--- src/rtl/hexkeypad.sv ---
// hexkeypad: scans a 4x4 hex membrane keypad one column at a time, debounces
// single-key presses over whole sweeps and shifts each accepted digit into a
// 32-bit value (newest digit in the low nibble) that can feed a hex display.
module hexkeypad #(
    parameter int SCAN_DIV = 5000,
    parameter int DEBOUNCE = 4
) (
    input  logic        clk_i,
    input  logic        rst_i,
    input  logic [3:0]  row_i,
    output logic [3:0]  col_o,
    input  logic        clear_i,
    output logic [31:0] value_o,
    output logic [3:0]  key_o,
    output logic        key_valid_o,
    output logic [3:0]  digits_o
);

    localparam int DW = $clog2(SCAN_DIV);
    localparam int CW = $clog2(DEBOUNCE + 1);

    typedef enum logic [1:0] {
        ST_IDLE    = 2'd0,
        ST_PRESS   = 2'd1,
        ST_HELD    = 2'd2,
        ST_RELEASE = 2'd3
    } state_t;

    // Key code at (row, column) of the membrane layout.
    function automatic logic [3:0] key_code(input logic [1:0] row, input logic [1:0] col);
        logic [3:0] code;
        case ({row, col})
            4'h0:    code = 4'h1;
            4'h1:    code = 4'h2;
            4'h2:    code = 4'h3;
            4'h3:    code = 4'hA;
            4'h4:    code = 4'h4;
            4'h5:    code = 4'h5;
            4'h6:    code = 4'h6;
            4'h7:    code = 4'hB;
            4'h8:    code = 4'h7;
            4'h9:    code = 4'h8;
            4'hA:    code = 4'h9;
            4'hB:    code = 4'hC;
            4'hC:    code = 4'hE;
            4'hD:    code = 4'h0;
            4'hE:    code = 4'hF;
            4'hF:    code = 4'hD;
            default: code = 4'h0;
        endcase
        return code;
    endfunction

    logic [3:0]    sync1_q, sync1_d;
    logic [3:0]    sync2_q, sync2_d;
    logic [DW-1:0] dwell_q, dwell_d;
    logic [1:0]    col_q, col_d;
    logic [3:0]    col_o_q, col_o_d;
    logic [15:0]   map_q, map_d;
    state_t        state_q, state_d;
    logic [CW-1:0] cnt_q, cnt_d;
    logic [3:0]    cand_q, cand_d;
    logic [3:0]    key_q, key_d;
    logic          key_valid_q, key_valid_d;
    logic [31:0]   value_q, value_d;
    logic [3:0]    digits_q, digits_d;

    logic          last_dwell_s;
    logic          sweep_done_s;
    logic [15:0]   full_map_s;
    logic [4:0]    ones_s;
    logic [3:0]    hit_idx_s;
    logic          none_s;
    logic          single_s;
    logic [3:0]    hit_key_s;
    logic [CW-1:0] cnt_inc_s;
    logic          accept_s;
    logic [3:0]    accept_key_s;

    // Row synchroniser, column dwell timing and sweep-map accumulation.
    always_comb begin
        sync1_d      = row_i;
        sync2_d      = sync1_q;
        last_dwell_s = (dwell_q == DW'(SCAN_DIV - 1));
        sweep_done_s = last_dwell_s && (col_q == 2'd3);
        if (last_dwell_s) begin
            dwell_d = '0;
            col_d   = col_q + 2'd1;
        end else begin
            dwell_d = dwell_q + DW'(1);
            col_d   = col_q;
        end
        col_o_d    = ~(4'b0001 << col_d);
        full_map_s = map_q;
        case (col_q)
            2'd0:    full_map_s[3:0]   = ~sync2_q;
            2'd1:    full_map_s[7:4]   = ~sync2_q;
            2'd2:    full_map_s[11:8]  = ~sync2_q;
            2'd3:    full_map_s[15:12] = ~sync2_q;
            default: full_map_s        = map_q;
        endcase
        if (sweep_done_s) begin
            map_d = 16'h0000;
        end else if (last_dwell_s) begin
            map_d = full_map_s;
        end else begin
            map_d = map_q;
        end
    end

    // Classify the completed sweep map as none / single key / multiple keys.
    always_comb begin
        ones_s    = 5'd0;
        hit_idx_s = 4'd0;
        for (int i = 0; i < 16; i++) begin
            if (full_map_s[i]) begin
                ones_s    = ones_s + 5'd1;
                hit_idx_s = 4'(i);
            end else begin
                ones_s    = ones_s;
            end
        end
        none_s    = (ones_s == 5'd0);
        single_s  = (ones_s == 5'd1);
        // Map bit index is column*4 + row.
        hit_key_s = key_code(hit_idx_s[1:0], hit_idx_s[3:2]);
        cnt_inc_s = cnt_q + CW'(1);
    end

    // Debounce FSM next state, evaluated once per completed sweep.
    always_comb begin
        state_d      = state_q;
        cnt_d        = cnt_q;
        cand_d       = cand_q;
        accept_s     = 1'b0;
        accept_key_s = cand_q;
        if (sweep_done_s) begin
            case (state_q)
                ST_IDLE: begin
                    if (single_s) begin
                        cand_d = hit_key_s;
                        cnt_d  = CW'(1);
                        if (DEBOUNCE == 1) begin
                            accept_s     = 1'b1;
                            accept_key_s = hit_key_s;
                            state_d      = ST_HELD;
                        end else begin
                            state_d = ST_PRESS;
                        end
                    end else begin
                        state_d = ST_IDLE;
                    end
                end
                ST_PRESS: begin
                    if (single_s && (hit_key_s == cand_q)) begin
                        cnt_d = cnt_inc_s;
                        if (cnt_inc_s == CW'(DEBOUNCE)) begin
                            accept_s = 1'b1;
                            state_d  = ST_HELD;
                        end else begin
                            state_d = ST_PRESS;
                        end
                    end else if (single_s) begin
                        cand_d = hit_key_s;
                        cnt_d  = CW'(1);
                    end else begin
                        state_d = ST_IDLE;
                    end
                end
                ST_HELD: begin
                    if (none_s) begin
                        cnt_d = CW'(1);
                        if (DEBOUNCE == 1) begin
                            state_d = ST_IDLE;
                        end else begin
                            state_d = ST_RELEASE;
                        end
                    end else begin
                        state_d = ST_HELD;
                    end
                end
                ST_RELEASE: begin
                    if (none_s) begin
                        cnt_d = cnt_inc_s;
                        if (cnt_inc_s == CW'(DEBOUNCE)) begin
                            state_d = ST_IDLE;
                        end else begin
                            state_d = ST_RELEASE;
                        end
                    end else begin
                        state_d = ST_HELD;
                    end
                end
                default: state_d = ST_IDLE;
            endcase
        end else begin
            state_d = state_q;
        end
    end

    // Accepted-key outputs and digit shift register; clear wins over store.
    always_comb begin
        key_valid_d = accept_s;
        key_d       = accept_s ? accept_key_s : key_q;
        if (clear_i) begin
            value_d  = 32'h0000_0000;
            digits_d = 4'd0;
        end else if (accept_s) begin
            value_d  = {value_q[27:0], accept_key_s};
            digits_d = (digits_q == 4'd8) ? 4'd8 : digits_q + 4'd1;
        end else begin
            value_d  = value_q;
            digits_d = digits_q;
        end
    end

    // State registers with synchronous reset.
    always_ff @(posedge clk_i) begin
        if (rst_i) begin
            sync1_q     <= 4'h0;
            sync2_q     <= 4'h0;
            dwell_q     <= '0;
            col_q       <= 2'd0;
            col_o_q     <= 4'b1110;
            map_q       <= 16'h0000;
            state_q     <= ST_IDLE;
            cnt_q       <= '0;
            cand_q      <= 4'h0;
            key_q       <= 4'h0;
            key_valid_q <= 1'b0;
            value_q     <= 32'h0000_0000;
            digits_q    <= 4'd0;
        end else begin
            sync1_q     <= sync1_d;
            sync2_q     <= sync2_d;
            dwell_q     <= dwell_d;
            col_q       <= col_d;
            col_o_q     <= col_o_d;
            map_q       <= map_d;
            state_q     <= state_d;
            cnt_q       <= cnt_d;
            cand_q      <= cand_d;
            key_q       <= key_d;
            key_valid_q <= key_valid_d;
            value_q     <= value_d;
            digits_q    <= digits_d;
        end
    end

    assign col_o       = col_o_q;
    assign value_o     = value_q;
    assign key_o       = key_q;
    assign key_valid_o = key_valid_q;
    assign digits_o    = digits_q;

endmodule

--- config.mk ---
export PLATFORM = sky130hd
export DESIGN_NAME = hexkeypad
export DESIGN_NICKNAME = d
export VERILOG_FILES = /design/src/rtl/hexkeypad.sv
export SDC_FILE = /design/constraint.sdc
export NUM_CORES = 1
export LEC_CHECK = 0
export CAP_MARGIN = 20
export CELL_PAD_IN_SITES_DETAIL_PLACEMENT = 0
export CELL_PAD_IN_SITES_GLOBAL_PLACEMENT = 2
export CORE_ASPECT_RATIO = 1.2
export CORE_MARGIN = 10
export CORE_UTILIZATION = 36
export DETAILED_ROUTE_END_ITERATION = 8
export GPL_TIMING_DRIVEN = 0
export PLACE_DENSITY = 0.82
export SETUP_SLACK_MARGIN = 0.5
export SLEW_MARGIN = 0
export SYNTH_ARGS = -nofsm -noshare
export SYNTH_HDL_FRONTEND = slang
export SYNTH_SLANG_ARGS = --single-unit
--- constraint.sdc ---
create_clock -name clk_i -period 13.1 [get_ports clk_i]
set_input_delay 1.31 -clock clk_i [delete_from_list [all_inputs] [get_ports clk_i]]
set_output_delay 1.31 -clock clk_i [all_outputs]
set_load 0.1 [all_outputs]
==> flow_summary.rst, run 1 <==
.. list-table::
   :header-rows: 1

   * - Metric
     - Value
   * - Instance count after placement with tap cells included
     - 964
   * - First-pass GRT wire length
     - about 26000 um
   * - Total global routing track utilization
     - 0.145
   * - Ratio of cells with drive above 1 in the final layout
     - 0.0730
   * - Largest vdd supply drop
     - around 80 uV
   * - Share of async-settable or async-resettable flops after synthesis
     - 0
   * - Sequential share of the synthesized area
     - 0.313
   * - Final global-route overflow total
     - 0
   * - Number of gates on the worst path with buffers counted
     - 56
   * - Count of instances resized after the clock tree is built
     - 0
   * - Core ar.
     - about 16000 um2
   * - Fin. max-slew vios
     - 0
   * - Clock transition at the registers of the reported paths
     - approximately 0.070 ns
   * - Worst-case reg-to-reg path depth
     - 56
   * - Num Clock Sinks
     - slightly above 90
   * - Leading cell types in the layout, fill and taps excluded
     - nand2_1, dfxtp_1, nor2_1, clkdlybuf4s50_1, mux2i_1
   * - Top-level I/O count
     - between 50 and 60
   * - Pre-Repair DR Iteration Count
     - 4
   * - Gate count of the mapped netlist
     - roughly 700
   * - Leakage
     - ~2.7 nW
   * - Height of the chip
     - 161 um
   * - Tightest Hold Check Type
     - flop to flop
   * - Detail Placement HPWL
     - between 10000 and 15000 um
   * - Endpoints failing hold
     - 0
   * - Worst endpoint required time
     - between 10 and 15 ns
   * - Setup_tns
     - 0 ns
   * - Top area cells in the synthesized netlist
     - dfxtp_1, mux2i_1, nand2_1
   * - CTS hold repair buffers
     - 0
   * - Die area
     - ~22000 um2
   * - Number of nets with antenna violations after routing
     - 0
   * - Crit share post-route
     - 0.892
   * - Via density
     - roughly 5.2
   * - Slowest stage cell on the critical path
     - a2111oi_4
   * - Number of buffers created by CTS
     - 9
   * - Count of flip-flops with a built-in enable after synthesis
     - 0
   * - Min cycle time layout
     - between 10 and 15 ns
   * - Clk_lat worst skew
     - roughly 0.35 ns
   * - Total power per unit cell area
     - between 90 and 100 nW/um2
   * - Total detailed-routing wirelength
     - roughly 16000 um
   * - Net count of the finished layout
     - between 700 and 800
   * - Total DRC errors in the routed layout
     - 0
   * - Global placement routability congestion
     - 0.833
   * - DR WL/cell
     - 16.3 um
   * - Unique masters post-synth
     - between 70 and 80
   * - Port Buffers
     - 50
   * - Layout Cells excl Fill
     - roughly 980
   * - Synthesized area
     - 5950 um2
   * - Count of yosys warnings during synthesis
     - 0
   * - Data arrival time at the worst-slack endpoint
     - about 12 ns
   * - Achievable clock frequency
     - 85.6 MHz
   * - Post-synthesis net count
     - about 740
   * - Pin count of the biggest net entering global routing
     - 17
   * - Endpoints failing setup
     - 0
   * - Number of antenna violations at the first check in global routing
     - 0
   * - Hold Path Cell Cnt
     - 1
   * - Number of global-route vias before repair
     - ~5200
   * - Number of diodes
     - 0
   * - Number of levels the H-tree was split into
     - 3
   * - DR vias
     - approximately 5000
   * - Post-CTS setup repair buffer count
     - 0
   * - Max Cap Viol
     - 0
   * - Max Buffers Root-to-Sink
     - 2
   * - Number of buffer and inverter instances along the worst setup path
     - 9
   * - Most common cell after layout, fill and taps aside
     - nand2_1
   * - Critical Path Max Stage Delay
     - 0.44 ns
   * - Outcome
     - completed
   * - Area share of the largest cell type after synthesis
     - 0.313
   * - Primary flip-flop cell chosen by synthesis mapping
     - dfxtp_1
   * - Setup Skew
     - about 0.010 ns
   * - Seq cells post-synth
     - a little over 90
   * - CP most frequent cell
     - ha_1
   * - Critical path startpoint category
     - flop
   * - CTS tree
     - built
   * - Width of the chip
     - roughly 140 um
   * - Worst setup path class
     - flop to flop
   * - Worst slew slack as a fraction of its limit
     - 0.307
   * - Worst-path maximum fanout
     - 10
   * - Unrepaired setup endpoints after global routing
     - no
   * - Fillers
     - 1680
   * - Area Overhead vs Synth
     - 18.7%
   * - Type of destination of the critical path
     - flop
   * - Worst Max-Slew Pin Slew
     - 1.04 ns
   * - DR iter-0 viols
     - approximately 260
   * - Worst hold slack
     - ~0.44 ns
   * - Cell type with the highest aggregate area in the netlist
     - dfxtp_1
   * - Initial core utilization
     - 0.367
   * - Floorplan row count
     - between 50 and 60
   * - Category of cells accounting for the largest share of critical-path delay
     - adder cells
   * - Root buffer cell
     - clkbuf_16
   * - Average cell area after synthesis
     - roughly 8.5 um2
[cell usage after synthesis, types with 5 or more instances]
cell,n
nor3_1,26
nor2b_1,11
xnor2_1,27
a31oi_1,13
nand3_1,15
nor2_1,66
nand2_1,99
nor4_1,8
a21o_1,12
inv_1,23
mux2i_1,46
ha_1,27
dfxtp_1,93
a21oi_1,44
nand3b_1,6
o21ai_0,15
or3_1,5
or4_1,5
xor2_1,25
xnor3_1,6
a31o_2,6
clkbuf_1,21
and2_1,10
nand4_1,6
[routing by layer]
metal	part of all wire	global-route usage	vias to the layer above
met5	0	0	-
met4	0.012	0.0369	0
met3	0.070	0.0556	17
met2	0.49	0.244	96
met1	0.43	0.167	2409
li1	-	-	2608
[power by group]
part,internal (mW),switching (mW)
logic,0.0401,0.0540
clock network,0.149,0.118
registers,0.284,0.00144
total,0.474,0.173
[state kept, by name, indices dropped and copies added, names as in the netlist]
signal and count:
cnt_q 3, key_valid_o 1, key_o 4, digits_o 4, sync1_q 4, value_o 32, col_q 2, col_o 4
accept_key_s 4, map_q 16, sync2_q 4, dwell_q 13, state_q 2
[metrics by stage]
step	cell area (um2)	util	power (mW)	setup slack, ns
6_report	7070	0.436	0.647	1.41
5_1_grt	7070	0.436	0.676	0.567
4_1_cts	7020	0.433	0.649	0.671
3_5_place_dp	6720	0.415	0.383	0.709
3_3_place_gp	6720	0.415	0.381	0.982
2_1_floorplan	5950	-	0.363	2.58
[kinds of logic after synthesis]
kind of cell,after synthesis,synth area share
compound gates,127,0.141
xor+xnor,67,0.129
fa+ha+maj,27,0.0567
buf+inv,58,0.0460
flops,93,0.313
mux,49,0.0853
simple gates,281,0.228
[layout make-up]
class                      count  area (um2)  share of cell area
clock buffer                   9         225              0.0319
multi-input combinational    551        3870               0.547
clock inverter                 6        72.6              0.0103
sequential                    93        1860               0.263
tap                          212         265              0.0375
buffer                        34         185              0.0262
timing repair buffer          50         500              0.0708
inverter                      24        90.1              0.0127
[final timing paths]
kind / slack (ns) / start / end
worst max register to register: 1.41 / col_q[0] / accept_key_s[2]
worst min-delay path: 0.44 / sync1_q[2] / sync2_q[2]
worst min register to register: 0.44 / sync1_q[2] / sync2_q[2]
worst max-delay path: 1.41 / col_q[0] / accept_key_s[2]
Note: power is estimated with default switching activity, not from simulation.
==> run 2: changes to the inputs <==
Settings changed: GPL_TIMING_DRIVEN 0 to 1.
==> run 2 against run 1 <==
  * Register-to-register slack better by 0.27 ns
  * Fmax grew 2.3%
  * Clock power up 3%
  * Hold slack better by 0.0034 ns
  * Critical path type unchanged
  * Clock skew decreased by 0.0026 ns
  * Global-route usage down 1.1 points
  * Wire length decreased by 6.9%
  * Combinational power down 7.5%
==> flow_summary.rst, run 2 (synthesis gave the netlist of run 1 again) <==
.. list-table::
   :header-rows: 1

   * - Metric
     - Value
   * - DR vias
     - 5024 (was 5130)
   * - Leading cell types in the layout, fill and taps excluded
     - nand2_1, dfxtp_1, nor2_1, clkdlybuf4s50_1, mux2i_1 (unchanged)
   * - Type of destination of the critical path
     - flop (unchanged)
   * - Total DRC errors in the routed layout
     - 0 (unchanged)
   * - CTS tree
     - built (unchanged)
   * - Number of nets with antenna violations after routing
     - 0 (unchanged)
   * - Post-CTS setup repair buffer count
     - 0 (unchanged)
   * - Critical path startpoint category
     - flop (unchanged)
   * - Setup Skew
     - 0.00746 ns (was 0.0101 ns)
   * - Count of instances resized after the clock tree is built
     - 0 (unchanged)
   * - Detail Placement HPWL
     - 11000 um (was 12200 um)
   * - Max FFs per register
     - 32 (unchanged)
   * - Worst slew slack as a fraction of its limit
     - 0.314 (was 0.307)
   * - Die area
     - 22100 um2 (unchanged)
   * - Pre-Repair DR Iteration Count
     - 4 (unchanged)
   * - Root buffer cell
     - clkbuf_16 (unchanged)
   * - Crit share post-route
     - 0.872 (was 0.892)
   * - Post-route setup slack
     - 1.68 ns (was 1.41 ns)
   * - Clock transition at the registers of the reported paths
     - 0.07 ns (about the same)
   * - Total power per unit cell area
     - 93.8 nW/um2 (was 91.5 nW/um2)
   * - Worst setup slack after placement
     - 1.11 ns (was 0.709 ns)
   * - Largest vdd supply drop
     - 61.7 uV (was 81.2 uV)
   * - Number of buffers created by CTS
     - 9 (unchanged)
   * - First-pass GRT wire length
     - 24800 um (was 26200 um)
   * - Fin. max-slew vios
     - 0 (unchanged)
   * - Number of global-route vias before repair
     - 5005 (was 5183)
   * - Area Overhead vs Synth
     - 16.3% (was 18.7%)
   * - DR WL/cell
     - 15.6 um (was 16.3 um)
   * - Number of antenna violations at the first check in global routing
     - 0 (unchanged)
   * - Worst-path maximum fanout
     - 21 (was 10)
   * - Global placement routability congestion
     - 0.831 (was 0.833)
   * - Top-level I/O count
     - 52 (unchanged)
   * - Width of the chip
     - 137 um (unchanged)
   * - Tightest Hold Check Type
     - flop to flop (unchanged)
   * - Worst Max-Slew Pin Slew
     - 1.03 ns (was 1.04 ns)
   * - Reg2Reg Setup Slack
     - 1.68 ns (was 1.41 ns)
   * - DR iter-0 viols
     - 257 (was 261)
   * - Leakage
     - 2.64 nW (was 2.68 nW)
   * - Outcome
     - completed (unchanged)
   * - Achievable clock frequency
     - 87.6 MHz (was 85.6 MHz)
   * - Final global-route overflow total
     - 0 (unchanged)
   * - Worst endpoint required time
     - 13.37 ns (about the same)
   * - Floorplan row count
     - 51 (unchanged)
   * - Min cycle time layout
     - 11.42 ns (was 11.69 ns)
   * - Initial core utilization
     - 0.367 (unchanged)
   * - Unrepaired setup endpoints after global routing
     - no (unchanged)
   * - Core ar.
     - 16200 um2 (unchanged)
   * - Setup_tns
     - 0 ns (unchanged)
   * - Num Clock Sinks
     - 93 (unchanged)
   * - Endpoints failing hold
     - 0 (unchanged)
   * - Critical Path Max Stage Delay
     - 0.55 ns (was 0.44 ns)
   * - Max Cap Viol
     - 0 (unchanged)
   * - Number of levels the H-tree was split into
     - 3 (unchanged)
   * - Net count of the finished layout
     - 769 (was 797)
   * - Most common cell after layout, fill and taps aside
     - nand2_1 (unchanged)
   * - Pin count of the biggest net entering global routing
     - 39 (was 17)
   * - Worst setup path class
     - flop to flop (unchanged)
   * - Ratio of cells with drive above 1 in the final layout
     - 0.0689 (was 0.0730)
   * - CTS hold repair buffers
     - 0 (unchanged)
   * - Clk_lat worst skew
     - 0.34 ns (was 0.35 ns)
   * - Port Buffers
     - 51 (was 50)
   * - Height of the chip
     - 161 um (unchanged)
   * - Endpoints failing setup
     - 0 (unchanged)
   * - Total global routing track utilization
     - 0.135 (was 0.145)
   * - Slowest stage cell on the critical path
     - a2111oi_2 (was a2111oi_4)
   * - CP most frequent cell
     - ha_1 (unchanged)
   * - Max Buffers Root-to-Sink
     - 2 (unchanged)
   * - Number of diodes
     - 0 (unchanged)
   * - Total detailed-routing wirelength
     - 14800 um (was 15900 um)
   * - Via density
     - 5.28 (was 5.24)
   * - Data arrival time at the worst-slack endpoint
     - 11.69 ns (was 11.96 ns)
-- run 2: cell type report --
type / instances / area [um2]
tap: 212 / 265
clock inverter: 7 / 92.6
timing repair buffer: 56 / 554
clock buffer: 9 / 225
sequential: 93 / 1860
inverter: 24 / 90.1
fill: 1653 / 9280
multi-input combinational: 551 / 3840
-- run 2: per-stage QoR --
stage	total power [mW]	hold WS (ns)	cell area, um2	cells	util
finish	0.650	0.443	6930	952	0.427
global route	0.682	0.463	6930	952	0.427
CTS	0.656	0.448	6900	952	0.426
detailed placement	0.380	0.430	6590	936	0.406
global placement	0.378	0.420	6590	936	0.406
floorplan	0.363	0.414	5950	702	-
-- run 2: worst max-delay path: cells and delay by family, from the launching register on --
family	cells	cell delay [ns]
DFF	1	0.33
muxes	1	0.19
xor gates and xnor gates	1	0.17
AOI/OAI and AO/OA	17	3.97
buffers and inverters	6	0.57
and+or+nand+nor	13	1.68
adders and majority gates	15	4.43
-- run 2: power by group --
| group | leakage, nW | internal, mW | total (mW) | switching [mW] |
|---|---|---|---|---|
| sequential | 0.751 | 0.284 | 0.288 | 0.00325 |
| clock | 0.149 | 0.153 | 0.275 | 0.122 |
| combinational | 1.74 | 0.0381 | 0.0870 | 0.0489 |
| total | 2.64 | 0.475 | 0.650 | 0.174 |
-- run 2: final timing paths --
path | startpoint | to | depth (start not counted)
setup / recovery | col_q[0] | accept_key_s[2] | 53
hold / removal | sync1_q[0] | sync2_q[0] | 1
setup reg to reg | col_q[0] | accept_key_s[2] | 53
hold reg to reg | sync1_q[0] | sync2_q[0] | 1
-- run 2: routing by layer --
layer | GRT usage | vias up | share of wire
met5 | 0 | - | 0
met4 | 0.0413 | 0 | 0.015
met3 | 0.0418 | 17 | 0.064
met2 | 0.219 | 103 | 0.48
met1 | 0.164 | 2374 | 0.44
li1 | - | 2530 | -
